## config.mk

```make
export PLATFORM = sky130hd
export DESIGN_NAME = atm_controller_flat
export DESIGN_NICKNAME = d
export VERILOG_FILES = /design/src/rtl/atm_pkg.sv /design/src/rtl/atm_controller_if.sv /design/src/rtl/atm_controller_pin_capture.sv /design/src/rtl/atm_controller.sv /design/src/flat_wrapper.sv
export SDC_FILE = /design/constraint.sdc
export NUM_CORES = 1
export LEC_CHECK = 0
export ABC_AREA = 1
export CAP_MARGIN = 30
export CELL_PAD_IN_SITES_DETAIL_PLACEMENT = 1
export CELL_PAD_IN_SITES_GLOBAL_PLACEMENT = 2
export CORE_MARGIN = 2
export CORE_UTILIZATION = 34
export CTS_BUF_LIST = sky130_fd_sc_hd__clkbuf_4 sky130_fd_sc_hd__clkbuf_8 sky130_fd_sc_hd__clkbuf_16
export DETAILED_ROUTE_END_ITERATION = 6
export GPL_TIMING_DRIVEN = 0
export PLACE_DENSITY_LB_ADDON = 0.1
export RECOVER_POWER = 25
export SETUP_SLACK_MARGIN = 0.1
export SLEW_MARGIN = 15
export SYNTH_ARGS = -nofsm -noshare
export SYNTH_HDL_FRONTEND = slang
export SYNTH_SLANG_ARGS = --single-unit
```

## constraint.sdc

```tcl
create_clock -name clk -period 4.68 [get_ports clk]
set_input_delay 0.468 -clock clk [delete_from_list [all_inputs] [get_ports clk]]
set_output_delay 0.468 -clock clk [all_outputs]
set_load 0.1 [all_outputs]
```

## src/rtl/atm_pkg.sv

```systemverilog
// Shared types and constants for the cashier sequencing controller.
// Included by the interface, the PIN capture block and the top.
package atm_pkg;

    localparam int DIG_W   = 4;
    localparam int PIN_W   = 16;
    localparam int MONTO_W = 32;
    localparam int BAL_W   = 64;
    localparam int INT_W   = 2;

    localparam logic [PIN_W-1:0] PIN_CORRECTO    = 16'h1234;
    localparam logic [BAL_W-1:0] BALANCE_INICIAL = 64'd1000;
    localparam int               MAX_INTENTOS    = 3;

    localparam logic [INT_W-1:0] INT_MAX  = INT_W'(MAX_INTENTOS);
    localparam logic [INT_W-1:0] INT_WARN = INT_W'(MAX_INTENTOS - 1);

    typedef enum logic [2:0] {
        IDLE         = 3'd0,
        PIN_ENTRY    = 3'd1,
        PIN_CHECK    = 3'd2,
        ESPERA_MONTO = 3'd3,
        DEPOSITO     = 3'd4,
        RETIRO       = 3'd5,
        BLOQUEO      = 3'd6
    } state_t;

    function automatic logic [BAL_W-1:0] sat_add(
        input logic [BAL_W-1:0]   a,
        input logic [MONTO_W-1:0] b
    );
        logic [BAL_W:0] s;
        s = {1'b0, a} + {{(BAL_W - MONTO_W + 1){1'b0}}, b};
        return s[BAL_W] ? '1 : s[BAL_W-1:0];
    endfunction

endpackage

```

## src/rtl/atm_controller_if.sv

```systemverilog
// Front-end bundle between the tester (master) and the controller (slave).
// Carries card, keypad, amount strobes and all result outputs.
interface atm_controller_if;
    import atm_pkg::*;

    logic               tarjeta_recibida;
    logic [DIG_W-1:0]   digito;
    logic               digito_stb;
    logic               tipo_trans;
    logic [MONTO_W-1:0] monto;
    logic               monto_stb;

    logic               pin_incorrecto;
    logic               advertencia;
    logic               bloqueo;
    logic               balance_actualizado;
    logic               entregar_dinero;
    logic               fondos_insuficientes;
    logic [BAL_W-1:0]   balance;
    logic               fin;

    modport master (
        output tarjeta_recibida, digito, digito_stb,
        output tipo_trans, monto, monto_stb,
        input  pin_incorrecto, advertencia, bloqueo,
        input  balance_actualizado, entregar_dinero,
        input  fondos_insuficientes, balance, fin
    );

    modport slave (
        input  tarjeta_recibida, digito, digito_stb,
        input  tipo_trans, monto, monto_stb,
        output pin_incorrecto, advertencia, bloqueo,
        output balance_actualizado, entregar_dinero,
        output fondos_insuficientes, balance, fin
    );

endinterface

```

## src/rtl/atm_controller_pin_capture.sv

```systemverilog
// Keypad digit shifter and PIN comparator.
// Held clear by the controller whenever it is not collecting digits.
module pin_capture
    import atm_pkg::*;
(
    input  logic             clk,
    input  logic             rst_n,
    input  logic             clr,
    input  logic             stb,
    input  logic [DIG_W-1:0] digito,
    output logic             ultimo,
    output logic             pin_ok
);

    logic [PIN_W-1:0] pin_q;
    logic [1:0]       cnt;
    logic             pin_listo;

    always_ff @(posedge clk or negedge rst_n) begin
        if (!rst_n) begin
            pin_q     <= '0;
            cnt       <= '0;
            pin_listo <= 1'b0;
        end else if (clr) begin
            pin_q     <= '0;
            cnt       <= '0;
            pin_listo <= 1'b0;
        end else if (stb) begin
            pin_q <= {pin_q[PIN_W-DIG_W-1:0], digito};
            cnt   <= cnt + 2'd1;
            if (cnt == 2'd3)
                pin_listo <= 1'b1;
        end
    end

    // Fourth strobe of this attempt; lets the FSM leave without a bubble
    assign ultimo = stb && (cnt == 2'd3);
    assign pin_ok = pin_listo && (pin_q == PIN_CORRECTO);

endmodule

```

## src/rtl/atm_controller.sv

```systemverilog
// Cashier sequencing FSM: card, PIN with lockout, one deposit or withdrawal.
// Owns the attempt counter, balance register and all registered outputs.
module atm_controller
    import atm_pkg::*;
(
    input  logic             clk,
    input  logic             reset,
    atm_controller_if.slave  bus
);

    state_t             state;
    logic [INT_W-1:0]   intentos;
    logic [INT_W-1:0]   intentos_nx;
    logic [MONTO_W-1:0] monto_q;
    logic [BAL_W-1:0]   balance_q;

    logic pin_inc_q;
    logic adv_q;
    logic blq_q;
    logic bact_q;
    logic ent_q;
    logic fond_q;
    logic fin_q;

    logic clr;
    logic stb;
    logic ultimo;
    logic pin_ok;

    assign clr = (state != PIN_ENTRY);
    assign stb = (state == PIN_ENTRY) && bus.digito_stb;
    assign intentos_nx = intentos + 1'b1;

    pin_capture u_pin (
        .clk    (clk),
        .rst_n  (reset),
        .clr    (clr),
        .stb    (stb),
        .digito (bus.digito),
        .ultimo (ultimo),
        .pin_ok (pin_ok)
    );

    always_ff @(posedge clk or negedge reset) begin
        if (!reset) begin
            state     <= IDLE;
            intentos  <= '0;
            monto_q   <= '0;
            balance_q <= BALANCE_INICIAL;
            pin_inc_q <= 1'b0;
            adv_q     <= 1'b0;
            blq_q     <= 1'b0;
            bact_q    <= 1'b0;
            ent_q     <= 1'b0;
            fond_q    <= 1'b0;
            fin_q     <= 1'b0;
        end else begin
            pin_inc_q <= 1'b0;
            bact_q    <= 1'b0;
            ent_q     <= 1'b0;
            fond_q    <= 1'b0;
            fin_q     <= 1'b0;
            unique case (state)
                IDLE: begin
                    if (bus.tarjeta_recibida)
                        state <= PIN_ENTRY;
                end
                PIN_ENTRY: begin
                    if (ultimo)
                        state <= PIN_CHECK;
                end
                PIN_CHECK: begin
                    if (pin_ok) begin
                        intentos <= '0;
                        adv_q    <= 1'b0;
                        state    <= ESPERA_MONTO;
                    end else begin
                        pin_inc_q <= 1'b1;
                        intentos  <= intentos_nx;
                        if (intentos_nx == INT_MAX) begin
                            blq_q <= 1'b1;
                            state <= BLOQUEO;
                        end else begin
                            if (intentos_nx == INT_WARN)
                                adv_q <= 1'b1;
                            state <= PIN_ENTRY;
                        end
                    end
                end
                ESPERA_MONTO: begin
                    if (bus.monto_stb) begin
                        monto_q <= bus.monto;
                        state   <= bus.tipo_trans ? RETIRO : DEPOSITO;
                    end
                end
                DEPOSITO: begin
                    balance_q <= sat_add(balance_q, monto_q);
                    bact_q    <= 1'b1;
                    fin_q     <= 1'b1;
                    state     <= IDLE;
                end
                RETIRO: begin
                    if ({32'd0, monto_q} > balance_q) begin
                        fond_q <= 1'b1;
                    end else begin
                        balance_q <= balance_q - {32'd0, monto_q};
                        bact_q    <= 1'b1;
                        ent_q     <= 1'b1;
                    end
                    fin_q <= 1'b1;
                    state <= IDLE;
                end
                BLOQUEO: begin
                    state <= BLOQUEO;
                end
                default: begin
                    state <= IDLE;
                end
            endcase
        end
    end

    assign bus.pin_incorrecto       = pin_inc_q;
    assign bus.advertencia          = adv_q;
    assign bus.bloqueo              = blq_q;
    assign bus.balance_actualizado  = bact_q;
    assign bus.entregar_dinero      = ent_q;
    assign bus.fondos_insuficientes = fond_q;
    assign bus.balance              = balance_q;
    assign bus.fin                  = fin_q;

endmodule

```

## src/flat_wrapper.sv

```systemverilog
// flat-port wrapper written by rule: the top's interface ports become plain ports
module atm_controller_flat import atm_pkg::*;
  (clk, reset, bus_tarjeta_recibida, bus_digito, bus_digito_stb, bus_tipo_trans, bus_monto, bus_monto_stb, bus_pin_incorrecto, bus_advertencia, bus_bloqueo, bus_balance_actualizado, bus_entregar_dinero, bus_fondos_insuficientes, bus_balance, bus_fin);
  atm_controller_if bus_i ();
  input  logic clk;
  input  logic reset;
  input wire logic [$bits(bus_i.tarjeta_recibida)-1:0] bus_tarjeta_recibida;
  input wire logic [$bits(bus_i.digito)-1:0] bus_digito;
  input wire logic [$bits(bus_i.digito_stb)-1:0] bus_digito_stb;
  input wire logic [$bits(bus_i.tipo_trans)-1:0] bus_tipo_trans;
  input wire logic [$bits(bus_i.monto)-1:0] bus_monto;
  input wire logic [$bits(bus_i.monto_stb)-1:0] bus_monto_stb;
  output wire logic [$bits(bus_i.pin_incorrecto)-1:0] bus_pin_incorrecto;
  output wire logic [$bits(bus_i.advertencia)-1:0] bus_advertencia;
  output wire logic [$bits(bus_i.bloqueo)-1:0] bus_bloqueo;
  output wire logic [$bits(bus_i.balance_actualizado)-1:0] bus_balance_actualizado;
  output wire logic [$bits(bus_i.entregar_dinero)-1:0] bus_entregar_dinero;
  output wire logic [$bits(bus_i.fondos_insuficientes)-1:0] bus_fondos_insuficientes;
  output wire logic [$bits(bus_i.balance)-1:0] bus_balance;
  output wire logic [$bits(bus_i.fin)-1:0] bus_fin;
  assign bus_i.tarjeta_recibida = bus_tarjeta_recibida;
  assign bus_i.digito = bus_digito;
  assign bus_i.digito_stb = bus_digito_stb;
  assign bus_i.tipo_trans = bus_tipo_trans;
  assign bus_i.monto = bus_monto;
  assign bus_i.monto_stb = bus_monto_stb;
  assign bus_pin_incorrecto = bus_i.pin_incorrecto;
  assign bus_advertencia = bus_i.advertencia;
  assign bus_bloqueo = bus_i.bloqueo;
  assign bus_balance_actualizado = bus_i.balance_actualizado;
  assign bus_entregar_dinero = bus_i.entregar_dinero;
  assign bus_fondos_insuficientes = bus_i.fondos_insuficientes;
  assign bus_balance = bus_i.balance;
  assign bus_fin = bus_i.fin;
  atm_controller u_core (.clk(clk), .reset(reset), .bus(bus_i));
endmodule
```

==> Word level (Yosys, flattened, before mapping) <==
Index checks and enable logic that the tools add are counted.
{ "word_totals": {"ff_bits": 127, "in_bits": 42, "out_inout_bits": 71, "word_cells": 80} }
{ "op_classes": {"add_sub_neg": 4, "n_lt_le_gt_ge": 1, "eq_ne": 16, "mux": 29, "n_bitwise": 1, "reduce_logical": 15} }
{ "ops": {"columns": ["op", "n"], "rows": [
  ["64-bit 2-to-1 mux", 2],
  ["64-bit one-hot mux with 2 select lines", 1],
  ["64-bit by 32-bit adder with 65-bit output", 1],
  ["32-bit by 64-bit greater-than comparator with 1-bit output", 1],
  ["64-bit by 32-bit subtractor with 64-bit output", 1],
  ["16-bit 2-to-1 mux", 2],
  ["16-bit by 13-bit == test with 1-bit output, second input constant", 1],
  ["3-bit 2-to-1 mux", 5],
  ["3-bit one-hot mux with 5 select lines", 1],
  ["1-bit 2-to-1 mux", 14],
  ["3-bit == test, second input constant", 3],
  ["3-bit AND reduction", 3],
  ["2-bit inequality test, second input constant", 4],
  ["2-bit nonzero test", 4],
  ["2-bit == test, second input constant", 3],
  ["3-bit by 2-bit == test with 1-bit output, second input constant", 2],
  ["2-bit 2-to-1 mux", 3],
  ["2-bit AND reduction", 3],
  ["2-bit by 1-bit adder with 2-bit output, second input constant", 2],
  ["3-bit by 1-bit == test with 1-bit output, second input constant", 1],
  ["1-bit logical AND", 3],
  ["3-bit logical NOT", 1],
  ["3-bit by 1-bit inequality test with 1-bit output, second input constant", 1],
  ["2-bit by 1-bit inequality test with 1-bit output, second input constant", 1],
  ["3 further kinds", 3]
]} }

==> Longest topological paths before layout <==
Gate-level depths: netlist of the first run.
{ "logic_depth": {"depth_word": 5, "mapped_depth": 20, "depth_no_buf": 19} }

==> Cells and area by module <==
Synthesis of the first run repeated with hierarchy kept, for this count alone.
{ "hier_totals": {"cells_unflattened": 2400, "hier_area_um2": 13909.6} }
{ "modules_own_cells": {"columns": ["module", "instances", "cells_each", "area_each_um2"], "rows": [
  ["atm_controller", 1, 2313, 13091.3],
  ["pin_capture", 1, 87, 818.3]
]} }

==> Worst setup path after synthesis of the first run <==
OpenSTA, ideal clock, no wires.
{ "synth_timing": {"kind": "register to register", "startpoint": "reg u_core.balance_q[0] (netlist: u_core.bus.balance[0])", "endpoint": "reg u_core.balance_q[25] (netlist: u_core.bus.balance[25])", "setup_time_ps": 120, "arrival_ps": 2946, "required_time_ps": 4560, "slack_ps": 1614, "stages_incl_launch_ff": 20, "synth_period_minus_slack_ps": 3066, "cell_sequence": "dfrtp_1 > inv_1 > ha_1 > fa_1 > inv_1 > nand3_1 > nand2_1 > nand2_1 > nand2_1 > nand2_1 > nand2_2 > nand2_2 > nand3_2 > nand2_2 > nand2_4 > inv_2 > buf_6 > buf_4 > nand2_1 > nand2_1"} }
{ "synth_between": {"elab_chain_len": 3} }
{ "synth_rtl": {"columns": ["element", "line_no", "text"], "rows": [
  ["start: declaration", "atm_controller.sv:15", "logic [BAL_W-1:0] balance_q;"],
  ["start signal: assignment", "atm_controller.sv:97", "balance_q <= sat_add(balance_q, monto_q);"],
  ["start signal: assignment", "atm_controller.sv:106", "balance_q <= balance_q - {32'd0, monto_q};"],
  ["64-bit by 32-bit subtractor with 64-bit output (tied with other cells)", "atm_controller.sv:106", null],
  ["64-bit 2-to-1 mux (tied with other cells)", "atm_controller.sv:103", "if ({32'd0, monto_q} > balance_q) begin"],
  ["64-bit one-hot mux with 2 select lines or 2-bit AND reduction (tied branches)", null, null]
]} }
Parallel ways exist; a longest one is shown, timed or not. The select of a mux whose other input is x is not followed.
A chain may end at the register's enable or synchronous reset.

==> Worst setup path in the final report of the first run <==
{ "layout_timing": {"startpoint": "reg u_core.balance_q[0] (netlist: u_core.bus.balance[0])", "endpoint": "reg u_core.balance_q[52] (netlist: u_core.bus.balance[52])"} }
The elaborated chain is that of the path after synthesis.

==> impl_results.md, run 1 <==
- Fin. max-slew vios: 70
- Post-Layout Cell Count: 2967
- Cell taking the most area after synthesis: dfrtp_1
- Max cap viols: 1
- Layout cells sized above 1: 6.49%
- Setup TNS: 0 ns
- Skew-Pair Late Insertion Delay: 0.50 ns
- Nets: roughly 2.5k
- Worst-path clk slew: 0.07 ns
- Post-CTS Setup Bufs: 0
- Final Setup Violations: 0
- Outcome: finished, violations left
- Drt wl/cell: between 20 and 25 microns
- Port bufs: 112
- Resized Gates After CTS: 0
- ANT cells: 0
- Mapped Cells: 2302
- Die area: 0.0405 sq mm
- First drt pass iteration count: 5
- Most used DFF post-synth: dfrtp_1
- Placer congestion estimate: 0.959
- Top post-synthesis cells by area: dfrtp_1, nand2_1, inv_1, nor2_1, nand3_1
- CP Launch Type: flop
- Clk sinks: 127
- CTS tree: built
- I/O pin count: around 110
- CTS max path bufs: 2
- CTS root buf: clkbuf_16
- Fin Clk Skew: between 0.01 and 0.015 ns
- Core Footprint: 0.0385 sq mm
- Top-area cell type share of the netlist area: 22.9%
- Initial core utilization: 34.4%
- Die Ht: between 200 and 250 microns
- Seq/Total Area, Yosys: 24.1%
- Measured slew at the worst slew-check pin: 1.87 ns
- DR vias/cell: 5.15
- DIE WIDTH: just over 200 microns
- First-pass GRT wire length: 94600 microns
- Failing checks: max-capacitance violations, max-slew violations
- Post-DRT Antenna Nets: 0
- Total GRT Usage: 31.4%
- Initial antenna violation count: 0
- Fin crit period: 3.36 ns
- Total Wirelength: about 62000 microns
- Critical path class: reg -> reg
- Setup crit end kind: flop
- Mapped Area: ~0.013 sq mm
- WP data arrival: 3.76 ns
- Rows: 72
- Number of synthesized flops with an enable pin: 0
- Vias in the first global route: 15.5k
- Mapped Nets: 2413
- Final Hold Fails: 0
- Hold buffers post-CTS: 1
- GRT overflow: 0
- Mean post-synth cell area: between 5 and 6 sq um
- Finished Core Util: roughly 41%
- Ys async rst share: 100%
- DP Worst Slack: 1.42 ns
- HPWL after detailed placement: between 50000 and 60000 microns
- Setup ws final: 1.32 ns
- RSZ-0062 raised after global routing: false
- Placed Cells: 2934
- Max H-tree Level: 4
- DRT iter0 DRCs: 1067
- Fmax: 297 MHz
- Worst hold path type: reg -> reg
- Synth Register Bits: ~130
- DRC Markers: 0
- Area Overhead vs Synth: 18.0%
- Synth cell types: 49
- Routed vias: between 15k and 20k
- Fin crit share: 71.9%
- TritonCTS Buffers: 17
- Syn. warnings: 0
- Critical Path RT: 5.07 ns
- Largest net degree at the start of global routing: 70
- Max Fanout on Critical Path: 10
- Relative slew slack: -24.8%
-- synthesized netlist by cell type, types with 8 or more instances --
master / instances
a21oi_1: 98
buf_2: 32
buf_4: 11
clkbuf_1: 16
dfrtp_1: 121
ha_1: 67
inv_1: 368
inv_2: 25
nand2_1: 790
nand2_2: 9
nand3_1: 199
nand3b_1: 9
nand4_1: 26
nor2_1: 296
nor2_2: 12
nor3_1: 36
nor4_1: 8
o21ai_0: 59
o21ai_1: 12
o21bai_1: 13
xor2_1: 23
-- metal layers --
layer	up-vias	routed length (microns)	track usage (%)
li1	7376	-	-
met1	7495	29800	43.5
met2	340	28200	51.2
met3	63	2980	3.95
met4	0	1380	9.18
met5	-	0	0
-- path summary, 6_finish.rpt --
| path | cells after the start | to | from | slack [ns] |
|---|---|---|---|---|
| min in group asynchronous | 2 | u_core.bus.balance[15] | reset | 0.51 |
| min reg2reg | 2 | u_core.bus.bloqueo | u_core.bus.bloqueo | 0.49 |
| min | 2 | u_core.bus.bloqueo | u_core.bus.bloqueo | 0.49 |
| max in group asynchronous | 3 | u_core.bus.balance[55] | reset | 1.96 |
| max reg2reg | 20 | u_core.bus.balance[52] | u_core.bus.balance[0] | 1.32 |
| max | 20 | u_core.bus.balance[52] | u_core.bus.balance[0] | 1.32 |
-- stage by stage --
step / area (sq um) / hold WS, ns
2_1_floorplan: 13200 / 0.172
3_3_place_gp: 15000 / 0.457
3_5_place_dp: 15000 / 0.456
4_1_cts: 15600 / 0.482
5_1_grt: 15600 / 0.520
6_report: 15600 / 0.486
-- placed cells by master, fill, tap and decap left out, types with 4 or more instances in the layout --
| cell | synthesis | final |
|---|---|---|
| inv_2 | 25 | 25 |
| buf_6 | 7 | 8 |
| nor3_2 | 5 | 5 |
| nand2_2 | 9 | 9 |
| nand3_1 | 199 | 199 |
| o21ai_1 | 12 | 12 |
| a31oi_1 | 4 | 4 |
| inv_1 | 368 | 368 |
| buf_2 | 32 | 32 |
| dfstp_2 | 6 | 6 |
| clkdlybuf4s50_1 | 0 | 111 |
| o21bai_1 | 13 | 13 |
| nor3_1 | 36 | 36 |
| o21ai_0 | 59 | 59 |
| nand4_1 | 26 | 26 |
| ha_1 | 67 | 67 |
| inv_6 | 0 | 6 |
| dfrtp_1 | 121 | 121 |
| nor2_2 | 12 | 12 |
| xor2_1 | 23 | 23 |
| or2_1 | 6 | 6 |
| nor4_1 | 8 | 8 |
| buf_4 | 11 | 11 |
| nand3b_1 | 9 | 9 |
| nor2_1 | 296 | 296 |
| clkbuf_16 | 0 | 17 |
| clkbuf_1 | 16 | 15 |
| xnor2_1 | 6 | 6 |
| a21oi_1 | 98 | 98 |
| o22ai_2 | 7 | 7 |
| nand2_1 | 790 | 790 |
-- cell type report --
class | count | area [sq um]
Clock inverter | 15 | 150
Inverter | 393 | 1480
Tap cell | 518 | 648
Clock buffer | 17 | 425
Multi-Input combinational cell | 1713 | 8160
Timing Repair Buffer | 115 | 1150
Sequential cell | 127 | 3190
Fill cell | 5330 | 22900
Buffer | 69 | 394
-- state kept, by name, summed over array words and instances, names as in the netlist --
| name | cells |
|---|---|
| u_core.bus.advertencia | 1 |
| u_core.bus.balance | 64 |
| u_core.bus.balance_actualizado | 1 |
| u_core.bus.bloqueo | 1 |
| u_core.bus.entregar_dinero | 1 |
| u_core.bus.fin | 1 |
| u_core.bus.fondos_insuficientes | 1 |
| u_core.bus.pin_incorrecto | 1 |
| u_core.intentos | 2 |
| u_core.monto_q | 32 |
| u_core.state | 3 |
| u_core.u_pin.cnt | 2 |
| u_core.u_pin.pin_listo | 1 |
| u_core.u_pin.pin_q | 16 |
-- critical path, stage by stage, from the launching register on --
cell and delay, ns:
dfrtp_1 0.37, inv_1 0.07, ha_1 0.24, fa_1 0.42
inv_1 0.12, nand3_1 0.08, nand2_1 0.15, nand2_1 0.07
nand2_1 0.16, nand2_1 0.09, nand2_2 0.13, nand2_2 0.13
nand3_2 0.15, nand2_2 0.09, nand2_4 0.16, nand2_2 0.14
inv_2 0.18, buf_6 0.24, nand3_1 0.12, nand2_1 0.09
inv_1 0.04
-- cells by family (layout without fill, tap and decap cells) --
logic type / Yosys count / in the layout / synth area share (%)
AO/OA/AOI/OAI: 208 / 208 / 8.93
XOR/XNOR: 29 / 29 / 1.92
adder cells (fa/ha/maj): 69 / 69 / 6.65
buffers and inverters: 462 / 609 / 14.1
flip-flops: 127 / 127 / 24.1
multiplexers: 1 / 1 / 0.0852
AND/OR/NAND/NOR: 1406 / 1406 / 44.2
Power of run 1 is left out: the tool's default activity adds up to more than one toggle a clock period on the data nets, which glitch-free logic cannot reach.
==> run 2: changes to the inputs <==
--- a/config.mk
+++ b/config.mk
@@ -10,7 +10,7 @@
 export CELL_PAD_IN_SITES_DETAIL_PLACEMENT = 1
 export CELL_PAD_IN_SITES_GLOBAL_PLACEMENT = 2
 export CORE_MARGIN = 2
-export CORE_UTILIZATION = 34
+export CORE_UTILIZATION = 28
 export CTS_BUF_LIST = sky130_fd_sc_hd__clkbuf_4 sky130_fd_sc_hd__clkbuf_8 sky130_fd_sc_hd__clkbuf_16
 export DETAILED_ROUTE_END_ITERATION = 6
 export GPL_TIMING_DRIVEN = 0
==> constraint.sdc (replaced) <==
create_clock -name clk -period 3 [get_ports clk]
set_input_delay 0.3 -clock clk [delete_from_list [all_inputs] [get_ports clk]]
set_output_delay 0.3 -clock clk [all_outputs]
set_load 0.1 [all_outputs]
==> run 2 against run 1 <==
The flow still finishes with violations (max-capacitance violations, max-slew violations). Global-route usage is 4.9 points lower. Sequential share of layout area is 0.77 points lower. First-iteration DRC count is 9.4% lower. Register-to-register slack worse by 1.2 ns. Cell count is 3.6% higher. Die area is 21% higher. Critical path depth is 4 lower. Setup slack worse by 1.2 ns. Maximum frequency is 17% higher. Non-clock buffer count is 16 higher. Clock skew is 0.0032 ns higher. Hold slack worse by 0.12 ns. Critical path type unchanged. Largest cell class unchanged.
==> impl_results.md, run 2 (synthesized netlist as in run 1, its figures left out) <==
- Outcome: finished, violations left
- Failing checks: max-capacitance violations, max-slew violations
- Layout cells sized above 1: 9.21%
- Fmax: between 300 and 400 MHz
- I/O pin count: roughly 110
- Reg-to-reg critical path endpoint: u_core.bus.balance[50]
- Post-DRT Antenna Nets: 0
- Setup ws final: 0.129 ns
- WP data arrival: 3.22 ns
- HPWL after detailed placement: 53500 microns
- Measured slew at the worst slew-check pin: ~1.9 ns
- Nets: 2563
- Hold Path Cell Cnt: 3
- Fin Clk Skew: 0.0172 ns
- Fin. max-slew vios: 57
- GRT overflow: 0
- First drt pass iteration count: 5
- CTS root buf: clkbuf_16
- HP Start: bus_digito[0]
- Initial antenna violation count: 1
- DP Worst Slack: -0.252 ns
- Drt wl/cell: ~21 microns
- Worst r2r src: u_core.bus.balance[9]
- R2R setup slack: between 0.1 and 0.15 ns
- Largest net degree at the start of global routing: 72
- Final Hold Fails: 0
- Vias in the first global route: 15.7k
- Area Overhead vs Synth: 22.8%
- CTS tree: built
- RSZ-0062 raised after global routing: true
- Fin crit period: 2.87 ns
- Setup crit end kind: flop
- Critical path class: reg -> reg
- Worst-path clk slew: approximately 0.060 ns
- Skew-Pair Late Insertion Delay: about 0.49 ns
- Commonest non-fill, non-tap cell in the layout: nand2_1
- Max cap viols: 1
- Relative slew slack: -26.2%
- Max Fanout on Critical Path: 7
- Final Setup Violations: 0
- Worst hold path type: in -> reg
- Critical Path RT: between 3 and 4 ns
- Core Footprint: ~0.047 sq mm
- Fin crit share: 95.7%
- Routed vias: 15.2k
- Total GRT Usage: 26.6%
- DRT iter0 DRCs: 967
- TritonCTS Buffers: 17
- Hold endpoint: u_core.u_pin.pin_q[0]
- Max reg flops: 64
- Most frequent cells in the layout: nand2_1, inv_1, nor2_1, nand3_1, dfrtp_1
- Initial core utilization: around 28%
- DIE WIDTH: 221 microns
- Rows: a little under 80
- Die Ht: roughly 220 microns
- Die area: 0.0489 sq mm
- Worst r2r path cells: 16
- CTS max path bufs: 2
- Max H-tree Level: 4
- First-pass GRT wire length: roughly 97000 microns
- DRC Markers: 0
- Clk sinks: around 130
- CP Launch Type: flop
- Port bufs: around 110
- Total Wirelength: between 60000 and 70000 microns
- DR vias/cell: just under 5
- Placer congestion estimate: 0.945
==> run 2: routing by layer <==
layer | global-route usage [%] | up-vias | share of wire [%]
met2 | 43.1 | 366 | 45
met4 | 7.90 | 0 | 2.4
met3 | 3.66 | 55 | 5.1
met1 | 36.5 | 7396 | 47
met5 | 0 | - | 0
li1 | - | 7396 | -
==> run 2: final cells by class <==
type | count | area, sq um
inverters | 393 | 1490
fillers | 6178 | 30300
clock buffers | 18 | 439
well taps | 607 | 759
multi-input cells | 1713 | 8390
repair buffers | 131 | 1340
clock inverters | 14 | 156
flip-flops and latches | 127 | 3190
plain buffers | 69 | 463
diodes | 1 | 2.50
==> run 2: worst max-delay path by stage <==
stage                                 from                endpoint  slack (ns)  cells past startpoint
floorplan           u_core.bus.balance[29]  u_core.bus.balance[10]        0.20                     14
global placement                     reset   u_core.bus.balance[0]       -4.90                      1
detailed placement   u_core.bus.balance[0]  u_core.bus.balance[47]       -0.25                     20
CTS                  u_core.bus.balance[0]  u_core.bus.balance[54]        0.09                     21
global route         u_core.bus.balance[9]  u_core.bus.balance[50]        0.01                     16
finish               u_core.bus.balance[9]  u_core.bus.balance[50]        0.13                     16
==> run 2: metrics by stage <==
step / setup TNS [ns] / hold WS [ns] / area, sq um / util, % / instances
2_1_floorplan: 0 / 0.00441 / 13200 / - / 2302
5_1_grt: 0 / 0.380 / 16200 / 34.9 / 3072
4_1_cts: 0 / 0.342 / 15900 / 34.2 / 3062
6_report: 0 / 0.363 / 16200 / 34.9 / 3073
3_5_place_dp: -7.13 / 0.289 / 15200 / 32.5 / 3024
3_3_place_gp: -542.84 / 0.454 / 15100 / 32.4 / 3021
==> run 2: worst max-delay path: stages (launching register included) <==
cell and delay (ns):
dfstp_2 0.57, ha_1 0.24, buf_4 0.16, nor2_1 0.15, inv_1 0.09, nor3_2 0.35, nand2_1 0.13, nand2_2 0.18
nand3_1 0.10, nand2_1 0.17, nand2_1 0.10, nand2_1 0.11, nand2_1 0.06, nand2_1 0.12, nand3_1 0.08, nand2_1 0.06
nand3_1 0.08
==> run 2: repair_timing <==
item / in CTS / in global routing
hold buffers: 1 / 0
setup buffers: 4 / 9
pin swaps: 1 / 9
cloned: 1 / 1
gates resized for setup: 32 / 63
setup endpoints to repair: 65 / 62
endpoints found under the hold margin: 56 / 0
Power of run 2 is left out for the same reason.
==> run 3: changes to the inputs <==
--- a/config.mk
+++ b/config.mk
@@ -14,7 +14,7 @@
 export CTS_BUF_LIST = sky130_fd_sc_hd__clkbuf_4 sky130_fd_sc_hd__clkbuf_8 sky130_fd_sc_hd__clkbuf_16
 export DETAILED_ROUTE_END_ITERATION = 6
 export GPL_TIMING_DRIVEN = 0
-export PLACE_DENSITY_LB_ADDON = 0.1
+export PLACE_DENSITY = 0.76
 export RECOVER_POWER = 25
 export SETUP_SLACK_MARGIN = 0.1
 export SLEW_MARGIN = 15
==> run 3 against run 2 <==
The run still ends with max-capacitance violations, max-slew violations left. Routed wire length fell by 1.2%. Critical path type unchanged. Utilization rose by 0.16 points. Hold slack got worse by 0.022 ns. Design area rose by 0.46%. Via count fell by 0.45%. Count of clock-buffer cells in the layout did not move. Critical path depth fell by 1.
==> impl_results.md, run 3 (synthesized netlist as in run 1, its figures left out) <==
- Total GRT Usage: 26.4%
- Setup crit end kind: flop
- Die Ht: 221 microns
- Clk sinks: 127
- CP Buf/Inv Count: 3
- CP max stage delay: 0.57 ns
- Top Usage Layer GRT: met2
- Worst r2r src: u_core.bus.balance[9]
- R2R setup slack: approximately 0.18 ns
- Drt wl/cell: about 21 microns
- Dpl cell area: roughly 0.015 sq mm
- DIE WIDTH: 221 microns
- Routing usage on met1: 35.9%
- DRT iter0 DRCs: 835
- Area Overhead vs Synth: 23.4%
- Slowest CP cell: dfstp_2
- Initial core utilization: 28.4%
- Placer congestion estimate: approximately 0.94
- First drt pass iteration count: 5
- Max Fanout on Critical Path: 7
- Worst Setup SP: u_core.bus.balance[9]
- ANT cells: 0
- Fin Clk Skew: 0.0203 ns
- CTS tree: built
- Skew-Pair Late Insertion Delay: ~0.52 ns
- Port bufs: ~110
- CTS max path bufs: 2
- Post-DRT Antenna Nets: 0
- Relative slew slack: -12.2%
- Core Footprint: approximately 0.047 sq mm
- Layout cells sized above 1: around a tenth
- DRC Markers: 0
- Fmax: 355 MHz
- RSZ-0062 raised after global routing: true
- GRT met3 Usage: 3.05%
- GRT overflow: 0
- Worst path cell trace: ha_1 > buf_4 > nor2_1 > inv_1 > nor3_4 > buf_4 > nand3_1 > nand3_1 > nand2_1 > nand3_1 > nand2_1 > nand2_1 > nand3_1 > nand2_1 > nand3_1
- Fin crit share: 93.9%
- Critical path class: reg -> reg
- Cell class contributing the biggest share of worst-path delay: simple AND/OR/NAND/NOR gates
- Outcome: finished, violations left
- Measured slew at the worst slew-check pin: 1.68 ns
- Final Cell Area: 0.0163 sq mm
- Total Wirelength: roughly 64000 microns
- CP Launch Type: flop
- Critical Path RT: about 3.4 ns
- Routed vias: 15.1k
- Max reg flops: 64
- Initial antenna violation count: 0
- Met2 usage: 44.0%
- Final Hold Fails: 0
- DR vias/cell: between 4 and 5
- Max H-tree Level: 4
- CTS root buf: clkbuf_16
- HPWL after detailed placement: approximately 53000 microns
- HP Start: bus_digito[0]
- Max cap viols: 1
- Most used cell, CP: nand3_1
- Nets: around 2.6k
- First-pass GRT wire length: around 97000 microns
- WP data arrival: about 3.2 ns
- Largest net degree at the start of global routing: roughly 70
- Fin. max-slew vios: 60
- Commonest non-fill, non-tap cell in the layout: nand2_1
- Final hold slack: 0.341 ns
- Failing checks: max-capacitance violations, max-slew violations
- Fin crit period: 2.82 ns
- TritonCTS Buffers: 17
- Fillcell total: 6181
- Worst hold path type: in -> reg
- Rows: 79
- I/O pin count: 113
- Vias in the first global route: 15.7k
- Die area: 0.0489 sq mm
- Final Setup Violations: 0
- Worst-path clk slew: 0.07 ns
- Most frequent cells in the layout: nand2_1, inv_1, nor2_1, nand3_1, dfrtp_1
run 3: changes by cell type in the layout (fill, tap and decap cells not counted), sizes merged:
cell and delta:
inv +8, buf +7, clkinv -6, bufinv -2
bufbuf -1, clkdlybuf4s15 -1, diode -1
run 3: per-layer routing:
layer	wire (microns)	up-vias	part of all wire, %
li1	-	7416	-
met1	30900	7407	48
met2	29500	264	46
met3	2400	57	3.7
met4	1490	0	2.3
met5	0	-	0
run 3: worst register-to-register path: stages (launching register included):
cell     delay (ns)
dfstp_2        0.57
ha_1           0.23
buf_4          0.16
nor2_1         0.19
inv_1          0.15
nor3_4         0.22
buf_4          0.18
nand3_1        0.08
nand3_1        0.20
nand2_1        0.13
nand3_1        0.19
nand2_1        0.09
nand2_1        0.08
nand3_1        0.09
nand2_1        0.06
nand3_1        0.06
run 3: cell type report:
cell class                      instances  area, sq um  area share (%)
Multi-Input combinational cell       1713         8460            51.9
Sequential cell                       127         3190            19.6
Inverter                              393         1500            9.17
Timing Repair Buffer                  136         1360            8.33
Tap cell                              607          759            4.66
Buffer                                 69          472            2.89
Clock buffer                           18          439            2.69
Clock inverter                         14          134           0.821
run 3: final timing paths:
check,to,depth (start not counted)
min in group asynchronous,u_core.monto_q[20],2
hold / removal,u_core.u_pin.pin_q[0],3
max in group asynchronous,u_core.bus.balance[1],2
setup reg to reg,u_core.bus.balance[62],15
hold reg to reg,u_core.bus.bloqueo,2
setup / recovery,u_core.bus.balance[62],15
run 3: metrics by stage:
stage	std cells	setup WS, ns	utilization [%]	setup TNS (ns)
after CTS	3058	0.0897	34.1	0
after global placement	3021	-4.93	32.4	-550.23
after global routing	3077	0.0108	35.0	0
final	3077	0.184	35.0	0
after detailed placement	3022	-0.360	32.5	-10.90
after floorplan	2302	0.202	-	0
run 3: what timing repair did:
item                                    in CTS  in global routing
pin swaps                                    2                  9
gates resized for setup                     43                 77
endpoints found under the setup margin      65                 64
setup buffers                                3                 16
hold buffers                                 1                  0
gates cloned                                 0                  2
hold endpoints to repair                    53                  0
Power of run 3 is left out for the same reason.
